[config.mk]
export PLATFORM = sky130hd
export DESIGN_NAME = uart_row_packet_rx
export DESIGN_NICKNAME = d
export VERILOG_FILES = /design/src/rtl/uart_row_packet_rx.sv
export SDC_FILE = /design/constraint.sdc
export NUM_CORES = 1
export LEC_CHECK = 0
export CAP_MARGIN = 5
export CORE_AREA = 2 2 116 163
export DETAILED_ROUTE_END_ITERATION = 8
export DIE_AREA = 0 0 118 165
export PLACE_DENSITY = 0.54
export SLEW_MARGIN = 5
export SYNTH_ARGS = -nofsm -noshare
export SYNTH_HDL_FRONTEND = slang
export SYNTH_SLANG_ARGS = --single-unit
[constraint.sdc]
create_clock -name clk_sys -period 2.4 [get_ports clk_sys]
set_clock_uncertainty 0.1 [all_clocks]
set_input_delay 0.36 -clock clk_sys [delete_from_list [all_inputs] [get_ports clk_sys]]
set_output_delay 0.36 -clock clk_sys [all_outputs]
set_load 0.01 [all_outputs]
[src/rtl/uart_row_packet_rx.sv]
// Row packet assembler: unpacks a UART row packet (row index, packed 3-bit pixels,
// end marker) into single-pixel frame RAM writes and answers the host with ACK/NAK.
//
// state  | meaning
// IDLE   | waiting for row high byte; any other byte is dropped (resync)
// ROW_LO | waiting for row low byte
// PIXELS | unpacking pixel bytes, one RAM write per completed pixel
// END    | waiting for the end marker
// ANSWER | holding ACK/NAK until the transmitter takes it

module uart_row_packet_rx #(
  parameter int         WIDTH       = 640,
  parameter int         HEIGHT      = 480,
  parameter int         ADDR_W      = 19,
  parameter logic [7:0] END_CODE    = 8'hFF,
  parameter logic [7:0] ACK_CODE    = 8'hAA,
  parameter logic [7:0] NAK_CODE    = 8'h55,
  parameter int         TIMEOUT_CYC = 2_000_000
) (
  input  logic              clk_sys,
  input  logic              rst_n,
  input  logic [7:0]        rx_data,
  input  logic              rx_valid,
  input  logic              rx_err,
  output logic              pix_we,
  output logic [ADDR_W-1:0] pix_addr,
  output logic [2:0]        pix_data,
  output logic [7:0]        tx_data,
  output logic              tx_valid,
  input  logic              tx_ready,
  output logic              frame_done,
  output logic [8:0]        row_out,
  output logic              busy
);

  localparam int ROW_BYTES = 3 * WIDTH / 8;
  localparam int CNT_W     = $clog2(ROW_BYTES + 1);
  localparam int PIX_W     = $clog2(WIDTH + 1);
  localparam int GAP_W     = $clog2(TIMEOUT_CYC + 1);

  typedef enum logic [2:0] {IDLE, ROW_LO, PIXELS, END, ANSWER} state_t;

  state_t            state, state_nxt;
  logic [8:0]        row, row_nxt;
  logic [ADDR_W-1:0] row_base, row_base_nxt;
  logic              err, err_nxt;
  logic [9:0]        acc, acc_nxt;
  logic [3:0]        acc_n, acc_n_nxt;
  logic [CNT_W-1:0]  byte_cnt, byte_cnt_nxt;
  logic [PIX_W-1:0]  pix_idx, pix_idx_nxt;
  logic [GAP_W-1:0]  gap_cnt, gap_cnt_nxt;
  logic              pix_we_nxt;
  logic [ADDR_W-1:0] pix_addr_nxt;
  logic [2:0]        pix_data_nxt;
  logic [7:0]        tx_data_nxt;
  logic              tx_valid_nxt;
  logic              frame_done_nxt;
  logic [8:0]        row_out_nxt;
  logic              busy_nxt;

  logic [8:0]        row_full;
  logic [9:0]        acc_in;
  logic [3:0]        acc_in_n;
  logic              in_packet;
  logic              timeout;

  assign row_full  = {row[8], rx_data};
  assign in_packet = (state == ROW_LO) || (state == PIXELS) || (state == END);
  // Gap timer is a down-counter reloaded by every byte; zero means the host went quiet.
  assign timeout   = in_packet && !rx_valid && (gap_cnt == '0);

  always_comb begin
    state_nxt      = state;
    row_nxt        = row;
    row_base_nxt   = row_base;
    err_nxt        = err;
    acc_nxt        = acc;
    acc_n_nxt      = acc_n;
    byte_cnt_nxt   = byte_cnt;
    pix_idx_nxt    = pix_idx;
    gap_cnt_nxt    = gap_cnt;
    pix_we_nxt     = 1'b0;
    pix_addr_nxt   = pix_addr;
    pix_data_nxt   = pix_data;
    tx_data_nxt    = tx_data;
    tx_valid_nxt   = tx_valid;
    frame_done_nxt = 1'b0;
    row_out_nxt    = row_out;
    acc_in         = acc;
    acc_in_n       = acc_n;

    if (rx_valid)
      gap_cnt_nxt = GAP_W'(TIMEOUT_CYC - 1);
    else if (in_packet && gap_cnt != '0)
      gap_cnt_nxt = gap_cnt - GAP_W'(1);

    if (timeout) begin
      state_nxt    = ANSWER;
      tx_valid_nxt = 1'b1;
      tx_data_nxt  = NAK_CODE;
    end else begin
      case (state)
        IDLE: begin
          if (rx_valid && rx_data[7:1] == 7'd0) begin
            row_nxt   = {rx_data[0], 8'd0};
            err_nxt   = 1'b0;
            state_nxt = ROW_LO;
          end
        end
        ROW_LO: begin
          if (rx_err) err_nxt = 1'b1;
          if (rx_valid) begin
            row_nxt      = row_full;
            row_base_nxt = ADDR_W'(row_full) * ADDR_W'(WIDTH);
            if (int'(row_full) >= HEIGHT) err_nxt = 1'b1;
            byte_cnt_nxt = '0;
            pix_idx_nxt  = '0;
            acc_nxt      = '0;
            acc_n_nxt    = '0;
            state_nxt    = PIXELS;
          end
        end
        PIXELS: begin
          if (rx_err) err_nxt = 1'b1;
          // The arriving byte is merged before extraction so its first pixel leaves next cycle.
          if (rx_valid) begin
            acc_in       = acc | (10'(rx_data) << acc_n);
            acc_in_n     = acc_n + 4'd8;
            byte_cnt_nxt = byte_cnt + CNT_W'(1);
          end
          acc_nxt   = acc_in;
          acc_n_nxt = acc_in_n;
          if (acc_in_n >= 4'd3) begin
            pix_we_nxt   = !err;
            pix_data_nxt = acc_in[2:0];
            pix_addr_nxt = row_base + ADDR_W'(pix_idx);
            acc_nxt      = acc_in >> 3;
            acc_n_nxt    = acc_in_n - 4'd3;
            pix_idx_nxt  = pix_idx + PIX_W'(1);
          end
          if (byte_cnt_nxt == CNT_W'(ROW_BYTES) && acc_n_nxt == 4'd0)
            state_nxt = END;
        end
        END: begin
          if (rx_valid) begin
            state_nxt    = ANSWER;
            tx_valid_nxt = 1'b1;
            if (rx_data == END_CODE && !err && !rx_err) begin
              tx_data_nxt    = ACK_CODE;
              frame_done_nxt = 1'b1;
              row_out_nxt    = row;
            end else begin
              tx_data_nxt = NAK_CODE;
            end
          end else if (rx_err) begin
            err_nxt = 1'b1;
          end
        end
        ANSWER: begin
          if (tx_valid && tx_ready) begin
            tx_valid_nxt = 1'b0;
            state_nxt    = IDLE;
          end
        end
        default: state_nxt = IDLE;
      endcase
    end

    busy_nxt = (state_nxt != IDLE);
  end

  always_ff @(posedge clk_sys) begin
    if (!rst_n) begin
      state      <= IDLE;
      row        <= '0;
      row_base   <= '0;
      err        <= 1'b0;
      acc        <= '0;
      acc_n      <= '0;
      byte_cnt   <= '0;
      pix_idx    <= '0;
      gap_cnt    <= '0;
      pix_we     <= 1'b0;
      pix_addr   <= '0;
      pix_data   <= '0;
      tx_data    <= '0;
      tx_valid   <= 1'b0;
      frame_done <= 1'b0;
      row_out    <= '0;
      busy       <= 1'b0;
    end else begin
      state      <= state_nxt;
      row        <= row_nxt;
      row_base   <= row_base_nxt;
      err        <= err_nxt;
      acc        <= acc_nxt;
      acc_n      <= acc_n_nxt;
      byte_cnt   <= byte_cnt_nxt;
      pix_idx    <= pix_idx_nxt;
      gap_cnt    <= gap_cnt_nxt;
      pix_we     <= pix_we_nxt;
      pix_addr   <= pix_addr_nxt;
      pix_data   <= pix_data_nxt;
      tx_data    <= tx_data_nxt;
      tx_valid   <= tx_valid_nxt;
      frame_done <= frame_done_nxt;
      row_out    <= row_out_nxt;
      busy       <= busy_nxt;
    end
  end

endmodule
## Yosys cells after proc, flatten, opt, wreduce, memory -nomap -nowiden

Index checks and enable logic that the tools add are counted.

- Word-level logic and storage cells: 137
- Input bits: 13
- Register bits: 121

- Reductions and logical operators: 41
- Shift-type cells: 1
- Multipliers: 1
- Bitwise gates (word level): 8
- Magnitude comparators: 2
- Eq/ne operators: 12
- Multiplexer cells: 46
- Add/sub/neg operators: 6

Operators with widths:

| cell | count |
|---|---|
| $mux 8 | 6 |
| $mux 21 | 2 |
| $mux 10 | 4 |
| $pmux 10 s2 | 2 |
| $mux 4 | 7 |
| $logic_not 21->1 | 1 |
| $mux 7 | 3 |
| $reduce_bool 21->1 | 1 |
| $sub 21x1->21 const B | 1 |
| $reduce_and 4->1 | 5 |
| $add 19x10->19 | 1 |
| $mux 3 | 6 |
| $pmux 9 s2 | 1 |
| $eq 8x8->1 const B | 2 |
| $pmux 8 s2 | 1 |
| $pmux 3 s5 | 1 |
| $mul 9x3->12 const B | 1 |
| $reduce_and 3->1 | 4 |
| $add 10x1->10 const B | 1 |
| $or 10x10->10 | 1 |
| $reduce_bool 2->1 | 5 |
| $shl 8x4->10 | 1 |
| $ge 9x9->1 const B | 1 |
| $mux 1 | 9 |
| 26 further kinds | 50 |

## Longest topological paths before layout

- Depth in word-level cells: 16
- Depth in mapped cells: 9
- Gate-level depth less buffers: 8

## Least setup slack after synthesis

OpenSTA, ideal clock, no wires.

- Path type: input port to flip-flop
- Start: in rx_data[1]
- End: reg row_base[16]
- Arrival: 1.923 ns
- Buffers on the path: 0
- Setup time: 0.138 ns
- Stages on the path: 7
- Slack: 0.239 ns
- Cells stage by stage: ha_1 > ha_1 > fa_1 > a211oi_1 > o21bai_1 > a21oi_1 > o221ai_1

- Longest elaborated chain between the ends: 1

RTL lines:

| element | line | source |
|---|---|---|
| from (decl) | 22 | `input logic [7:0] rx_data,` |
| $mul 9x3->12 | 114 | `row_base_nxt = ADDR_W'(row_full) * ADDR_W'(WIDTH);` |
| to (signal assigned) | 194 | `row_base <= row_base_nxt;` |
| to (decl) | 45 | `logic [ADDR_W-1:0] row_base, row_base_nxt;` |

No other way between the ends.
A chain may end at the register's enable or synchronous reset.

## Final worst setup path

Same ends and word-level chain as after synthesis.

==> impl_metrics.toml <==
[outcome]
status = "completed"

[setup_path]
endpoint_kind = "flip-flop"
regToRegStartpoint = "gap_cnt[7]$_SDFFE_PP0P_"
cp-start-kind = "primary input"
crit_arrival_ps = 2480
cp_max_fo = 3
ff2ff_path_depth = 8
path_class = "primary input to flip-flop"
r2r_end = "pix_addr[18]$_SDFFE_PN0P_"
r2r_slack_ps = 150
crit_required_ps = 2620

[cells_and_area]
final_cells = 1083
final_cell_area_sq_um = 8095
syn2layout_area_growth_pct = 31.08
layout.nets = 869
antenna_cells = 0
drive_gt1_share_pct = 17.91

[grt]
grt_max_degree = 30
grt_overflow = 0
track_usage_pct = 17.67
grt_pass1_vias = 5781
grt_pass1_wl_mm = 28.11
antenna_found_initial = 0

[pwr]
p_sw_mw = 1.125
fin_total_pwr_mw = 4.792
switching_share_pct = 23.48
powerDensity_nw_per_um2 = 592.0
power_frac_clock_pct = 51.1
leakage_nw = 3.001
seqPwrFrac_pct = 40.6
power_frac_comb_pct = 8.2
vdd_drop_max_uv = 438.1
p_int_mw = 3.667

[worst_hold_path]
hold_start = "err$_SDFFE_PN0P_"
hold_class = "flip-flop to flip-flop"
hold_path_end = "pix_we$_SDFF_PP0_"
min_delay_path_depth = 1

[cts]
clkTransAtPathRegs_ps = 50
numCtsBuffers = 17
clkLatencyLatePin_ps = 410
clockRootBuffer = "clkbuf_16"
cts_tree = "yes"
clock_path_buffers = 2
h-tree-depth = 4
cts.sinks = 115
cts_hold_buf = 0

[floorplanning]
num_rows = 58
start_util_pct = 34.45
io_pins = 56
die_h_microns = 165
core_area_sq_um = 17920
die_w_microns = 118
dieArea_sq_um = 19470

[yosys]
synth_top_area_cell = "dfxtp_1"
seq_area_frac_synth_pct = 37.28
syn_nets = 762
yosysMostFrequentCell = "dfxtp_1"
async_flop_share_pct = 0
synth-edff-count = 0
synthTopCellsByCount = "dfxtp_1 (115), nand2_1 (72), a21oi_1 (68), nor2_1 (53), nand3_1 (38)"
ys.flop_type = "dfxtp_1"
synth_cells = 726
ys_top_cells_by_area = "dfxtp_1 (37%), a21oi_1 (5.5%), nand2_1 (4.4%)"
synth_top_area_share_pct = 37.28
yosysWarnings = 0
ys_ff_latch = 115
synth.distinct_cells = 76
syn-cell-area_sq_um = 6176
syn_area_per_cell_sq_um = 8.507

[route]
drtIter0Drc = 275
firstDrtPassIters = 6
drc = 0
routed_wl_mm = 17.16
wire_per_inst_microns = 15.84
ant_nets = 0
viasPerCell = 5.425
vias = 5875

[timing]
tightest_slew_ps = 724.4
hold_viol = 0
max_slew_margin_pct = 51.65
period_share_pct = 94.26
slew_viol_final = 0
tns_ps = 0
rsz0062_at_grt = "no"
setup_viol = 0
hold_slack_ps = 369.6
max_freq_ghz = 0.4421
period_needed_ps = 2262

[placement]
place_congestion = 0.8660
post-dp-hpwl_mm = 12.62
place_area_sq_um = 7468
numPortBuffers = 55
place_inst = 1051

[job]
cap_violations = 0
sequential cells by signal, indices dropped and copies added, names as in the netlist, 2 cells and up:
register	count
row	9
acc_n	4
state	3
row_out	9
byte_cnt	8
acc	10
pix_data	3
pix_idx	10
row_base	12
tx_data	2
gap_cnt	21
pix_addr	19
worst max-delay path by stage:
stage / start / cells after the start / endpoint
2_1_floorplan: rx_data[1] / 7 / row_base[16]$_SDFFE_PN0P_
3_3_place_gp: rx_data[1] / 8 / row_base[16]$_SDFFE_PN0P_
3_5_place_dp: rx_data[1] / 8 / row_base[16]$_SDFFE_PN0P_
4_1_cts: rx_data[1] / 8 / row_base[16]$_SDFFE_PN0P_
5_1_grt: gap_cnt[17]$_SDFFE_PN0P_ / 7 / pix_idx[0]$_SDFFE_PN0P_
6_report: rx_data[1] / 9 / row_base[16]$_SDFFE_PN0P_
kinds of logic after synthesis:
logic type / synth area share, %
DFF: 37.28
AOI/OAI and AO/OA: 22.49
and+or+nand+nor: 22.14
xor gates and xnor gates: 3.262
muxes: 5.044
adders and majority gates: 4.903
buffers and inverters: 4.882
power by group through the flow:
stage               registers (mW)  clock network, mW  logic, mW
finish                        1.95               2.45      0.395
detailed placement            1.99                  0      0.383
global placement              1.99                  0      0.377
global route                  1.95               2.55      0.433
floorplan                     1.98                  0      0.215
CTS                           1.95               2.49      0.385
layout by cell type (no fill, tap or decap), types with 4 or more instances in the layout:
cell and n:
a31oi_1 10, o2bb2ai_1 5, clkdlybuf4s50_1 55, nor3_1 10, or3_1 11, ha_1 21, a211oi_2 4, o22ai_1 5
clkinv_2 4, inv_1 12, dfxtp_1 115, mux2_2 5, xor2_1 11, mux2i_1 21, nor2_1 53, nand3_1 38
clkbuf_16 17, nand4_1 10, a211oi_1 17, or4_1 8, nand2_1 72, nor3b_1 4, nor4b_1 4, and3_1 9
o21bai_1 4, nor4_1 10, a311oi_1 4, or2_2 5, o31ai_1 9, buf_12 4, xnor2_1 12, a22o_1 9
buf_4 81, a21oi_1 66, o21ai_0 34, o211ai_1 6
worst max-delay path, stage by stage:
cell and delay, ps:
clkdlybuf4s50_1 440, ha_1 310, ha_1 230, fa_2 370, a211oi_2 240, o21bai_1 120, a21oi_2 210, nand4_1 120
o221ai_1 90
stage by stage:
stage | utilization [%] | setup WS (ps)
after detailed placement | 41.67 | -406.7
after global routing | 45.16 | 8.035
after floorplan | - | 239.1
after global placement | 41.67 | -309.5
final | 45.16 | 137.8
after CTS | 44.81 | 8.709
per-layer routing:
layer | vias to the layer above | GRT usage, % | routed length (microns) | part of all wire, %
met4 | 0 | 7.229 | 391 | 2.3
met2 | 91 | 33.17 | 9182 | 54
li1 | 2917 | - | - | -
met3 | 26 | 2.590 | 366 | 2.1
met5 | - | 0 | 0 | 0
met1 | 2841 | 19.99 | 7218 | 42
final cells by class:
class                           instances  area, sq um
Timing Repair Buffer                  141         1250
Tap cell                              240        300.3
Clock buffer                           19        452.9
Clock inverter                         10        111.4
Sequential cell                       115         2302
Fill cell                            1793         9829
Inverter                               13        48.80
Multi-Input combinational cell        545         3630
what timing repair did:
item / in CTS / in global routing
setup buffers: 0 / 3
gates resized for setup: 0 / 8
endpoints found under the setup margin: 0 / 29
Power figures use the tool's default switching activity.
==> RTL change 1: new RTL, same flow settings <==
Reset style: asynchronous (`rst_n`), changed in one clocked block.
--- a/src/rtl/uart_row_packet_rx.sv
+++ b/src/rtl/uart_row_packet_rx.sv
@@ -171,3 +171,3 @@
 
-  always_ff @(posedge clk_sys) begin
+  always_ff @(posedge clk_sys or negedge rst_n) begin
     if (!rst_n) begin
Formal check against the unedited RTL: differs if rst_n is asserted again (counterexample within 4 cycles, from zero or initial values and one cycle with rst_n low); with rst_n held inactive, the same outputs for 4 cycles.
==> RTL change 1 against the original RTL <==
- critical path depth fell by 3
- setup slack worse by 0.28 ns
- cell area grew 10%
- die area unchanged
- area after synthesis is 3.4% higher
- fmax fell by 11%
- synthesized cell count decreased by 6.7%
- non-clock buffer count grew 28
- the run now ends with negative setup slack left
- sequential cell count unchanged
- via count down 6.2%
- final cell count down 0.37%
- wire length shrank 0.17%
Power is not compared: it rests on default switching activity, and its combinational part moved more than twofold at a synthesized area within 25%.
==> RTL change 1: results (changes against the original RTL) <==
setup bufs post-CTS=5 (+5); first-pass GRT wire length=27700 microns (-1.4%); pin count of the biggest net entering global routing=48 (+60%); multi-input combinational area share=39.0% (-5.8 points); fin worst setup slack=-0.142 ns (-0.279 ns); worst ir drop on vdd=a little under 0.4 mV; relative slew slack=64.0% (+12 points); HP Class=in2reg; post-detail-place hpwl=11700 microns (-7.2%); net count after synthesis=714 (-6.3%); # hold bufs at CTS=1 (+1); max layer used=met4; Final nets=863 (-0.69%); GRT Total Usage=17.8% (+0.092 points); register area=0.00288 sq mm (+25%); critical-path maximum fanout=4 (+1); Total Negative Setup Slacks=-0.529 ns (-0.529 ns); Non-clk invs=15 (+2); share of cells above drive strength 1=26.3% (+8.4 points); library cells used by synthesis=71 (-6.6%); drt pass-1 iters=4 (-2); Met1 Wirelength=6880 microns (-4.6%); WL met3=514 microns (+40%); slowest stage delay, CP=0.56 ns (+0.12 ns); # clk buffers=21 (+2); Clock-cell share=6.84% (-0.13 points); CTS HTree Levels=4 (unchanged); Most used DFF post-synth=dfrtp_1; placer congestion estimate=0.821 (-5.2%); top cells by area, synth=dfrtp_1, nand2_1, ha_1; Seq/Total Area, Yosys=45.1% (+7.8 points); outcome=finished with violations; drt wl/cell=15.9 microns (+0.20%); Buffers excl. clock=169 (+20%); initial drt markers=317 (+15%); delay-heaviest family, CP=simple AND/OR/NAND/NOR gates; Top Registers=gap_cnt: 21 flops, pix_addr: 19 flops, row_base: 12 flops; vias in the first global route=5702 (-1.4%); met2 usage=33.7% (+0.55 points); failing checks=negative setup slack; CTS resizes=29 (+29); #MultiIn Comb=508 (-6.8%); NetSw=2360 uW; # fillers=1682 (-6.2%); cell count after synthesis=677 (-6.7%); Post-synth ARST share=100% (+100 points); Final setup viols=20 (+20); compound-cell area share of the yosys netlist=13.8% (-8.7 points); M1 GR Usage=19.7% (-0.30 points); CP max stage cell=or4b_4; crit path DAT=2.74 ns (+0.26 ns); mux cell area share after synthesis=4.59% (-0.46 points); met2 WL=9400 microns (+2.4%); Adder-Cell Fraction of Synth Area=4.94% (+0.036 points); Data buffer area share=17.8% (+2.4 points)
==> RTL change 1: final timing paths <==
check / from / endpoint / slack, ns / cells past startpoint
max: gap_cnt[9] / gap_cnt[17] / -0.14 / 6
min: rx_data[2] / row_base[9] / 0.34 / 4
min reg2reg: pix_addr[6] / pix_addr[6] / 0.37 / 2
min in group asynchronous: rst_n / tx_data[6] / 0.36 / 2
max in group asynchronous: rst_n / byte_cnt[3] / 1.03 / 3
max reg2reg: gap_cnt[9] / gap_cnt[17] / -0.14 / 6
==> RTL change 1: through the flow <==
step	power [uW]	utilization, %	area, sq um	setup slack [ns]
after detailed placement	4670	43.6	7820	-0.546
final	7560	49.7	8900	-0.142
after global placement	4610	43.6	7820	-0.515
after global routing	8000	49.7	8900	-0.175
after floorplan	3770	-	6400	-0.0665
after CTS	7480	48.1	8620	-0.140
==> RTL change 2: new RTL, same flow settings <==
Without the edit above. The parameter `WIDTH` goes from 640 to 1280.
--- a/src/rtl/uart_row_packet_rx.sv
+++ b/src/rtl/uart_row_packet_rx.sv
@@ -11,3 +11,3 @@
 module uart_row_packet_rx #(
-  parameter int         WIDTH       = 640,
+  parameter int         WIDTH       = 1280,
   parameter int         HEIGHT      = 480,
Check against the original RTL: not equivalent (Yosys sat finds a counterexample within 4 cycles, from zero or initial values and one cycle with rst_n low).
==> RTL change 2 against the original RTL <==
- the run now ends with negative setup slack left
- utilization up 3.7 points
- setup slack lost 0.51 ns
- sequential cell count is 1 higher
- area after synthesis down 0.61%
- total power increased by 2.9%
- wire length increased by 0.69%
- clock power is 3% higher
- cell area up 8.1%
- hold slack worse by 0.080 ns
- critical path type is now reg2reg
- largest power group unchanged
- highest routed layer unchanged
==> RTL change 2: results (changes against the original RTL) <==
Worst R2R End=pix_idx[9]; CP max stage cell=or4b_4; Synth top cells by count=dfxtp_1, nor2_1, a21oi_1; critical-path maximum fanout=5 (+2); vias per std cell=5.20 (-4.1%); slowest stage delay, CP=0.50 ns (+0.06 ns); HP Class=in2reg; fin worst setup slack=-0.374 ns (-0.511 ns); first-pass GRT wire length=28500 microns (+1.3%); Final setup viols=80 (+80); met2 WL=9140 microns (-0.51%); failing checks=negative setup slack; WL met3=455 microns (+24%); compound-cell area share of the yosys netlist=17.5% (-5.0 points); share of cells above drive strength 1=26.5% (+8.6 points); Total Negative Setup Slacks=-18.32 ns (-18.32 ns); worst-margin pin slew=0.710 ns (-0.0144 ns); XOR/XNOR share of the synthesized area=5.14% (+1.9 points); placer congestion estimate=0.841 (-2.8%); initial drt markers=244 (-11%); met2 usage=33.0% (-0.18 points); library cells used by synthesis=65 (-14%); min-delay src=rx_data[2]; Final nets=891 (+2.5%); cell count after synthesis=718 (-1.1%); pre-CTS WS=-0.526 ns (-0.120 ns); critical path class=reg2reg; Adder-Cell Fraction of Synth Area=4.93% (+0.030 points); mux cell area share after synthesis=7.58% (+2.5 points); post-detail-place hpwl=12100 microns (-4.4%); final WL=17300 microns (+0.69%); delay-heaviest family, CP=simple AND/OR/NAND/NOR gates; net count after synthesis=754 (-1.0%); RR Startpoint=gap_cnt[1]; Met1 Wirelength=7410 microns (+2.6%); outcome=finished with violations; Top Registers=gap_cnt: 21 flops, pix_addr: 19 flops; worst ir drop on vdd=0.456 mV (+4.2%)
-- RTL change 2: how the worst min path moves through the flow --
stage | to | slack, ns | cells after the start
floorplan | pix_we | 0.31 | 1
global placement | row_base[8] | 0.35 | 2
CTS | row_base[10] | 0.36 | 2
detailed placement | row_base[10] | 0.35 | 2
finish | row[2] | 0.29 | 3
global route | row[2] | 0.30 | 3
-- RTL change 2: through the flow --
step / hold WS (ns) / area (sq um) / util [%] / power, uW
5_1_grt: 0.297 / 8750 / 48.8 / 5090
4_1_cts: 0.363 / 8540 / 47.6 / 4960
2_1_floorplan: 0.313 / 6210 / - / 2200
6_report: 0.290 / 8750 / 48.8 / 4930
3_5_place_dp: 0.354 / 7580 / 42.3 / 2400
3_3_place_gp: 0.353 / 7580 / 42.3 / 2390
-- RTL change 2: what timing repair did --
| item | 4_1_cts | 5_1_grt |
|---|---|---|
| gates resized for setup | 49 | 45 |
| cloned | 3 | 1 |
| buffers inserted | 9 | 6 |
| pin swaps | 17 | 35 |
| setup endpoints to repair | 80 | 84 |
-- RTL change 2: layout make-up --
type / instances / area, sq um
fillers: 1674 / 9170
inverters: 14 / 52.6
clock buffers: 23 / 488
well taps: 240 / 300
multi-input cells: 537 / 3890
repair buffers: 169 / 1600
flip-flops and latches: 116 / 2330
clock inverters: 8 / 100
-- RTL change 2: power breakdown --
part	internal, uW	switching, uW	leakage (uW)
sequential	1950	14.2	0.000939
clock	1630	904	0.000289
combinational	212	228	0.00214
-- RTL change 2: worst reg2reg max path, delay by kind of cell, from the launching register on --
family	cells	cell delay (ns)
compound gates	1	0.25
fa+ha+maj	1	0.12
buf+inv	1	0.06
flops	1	0.32
mux	1	0.31
simple gates	4	1.49
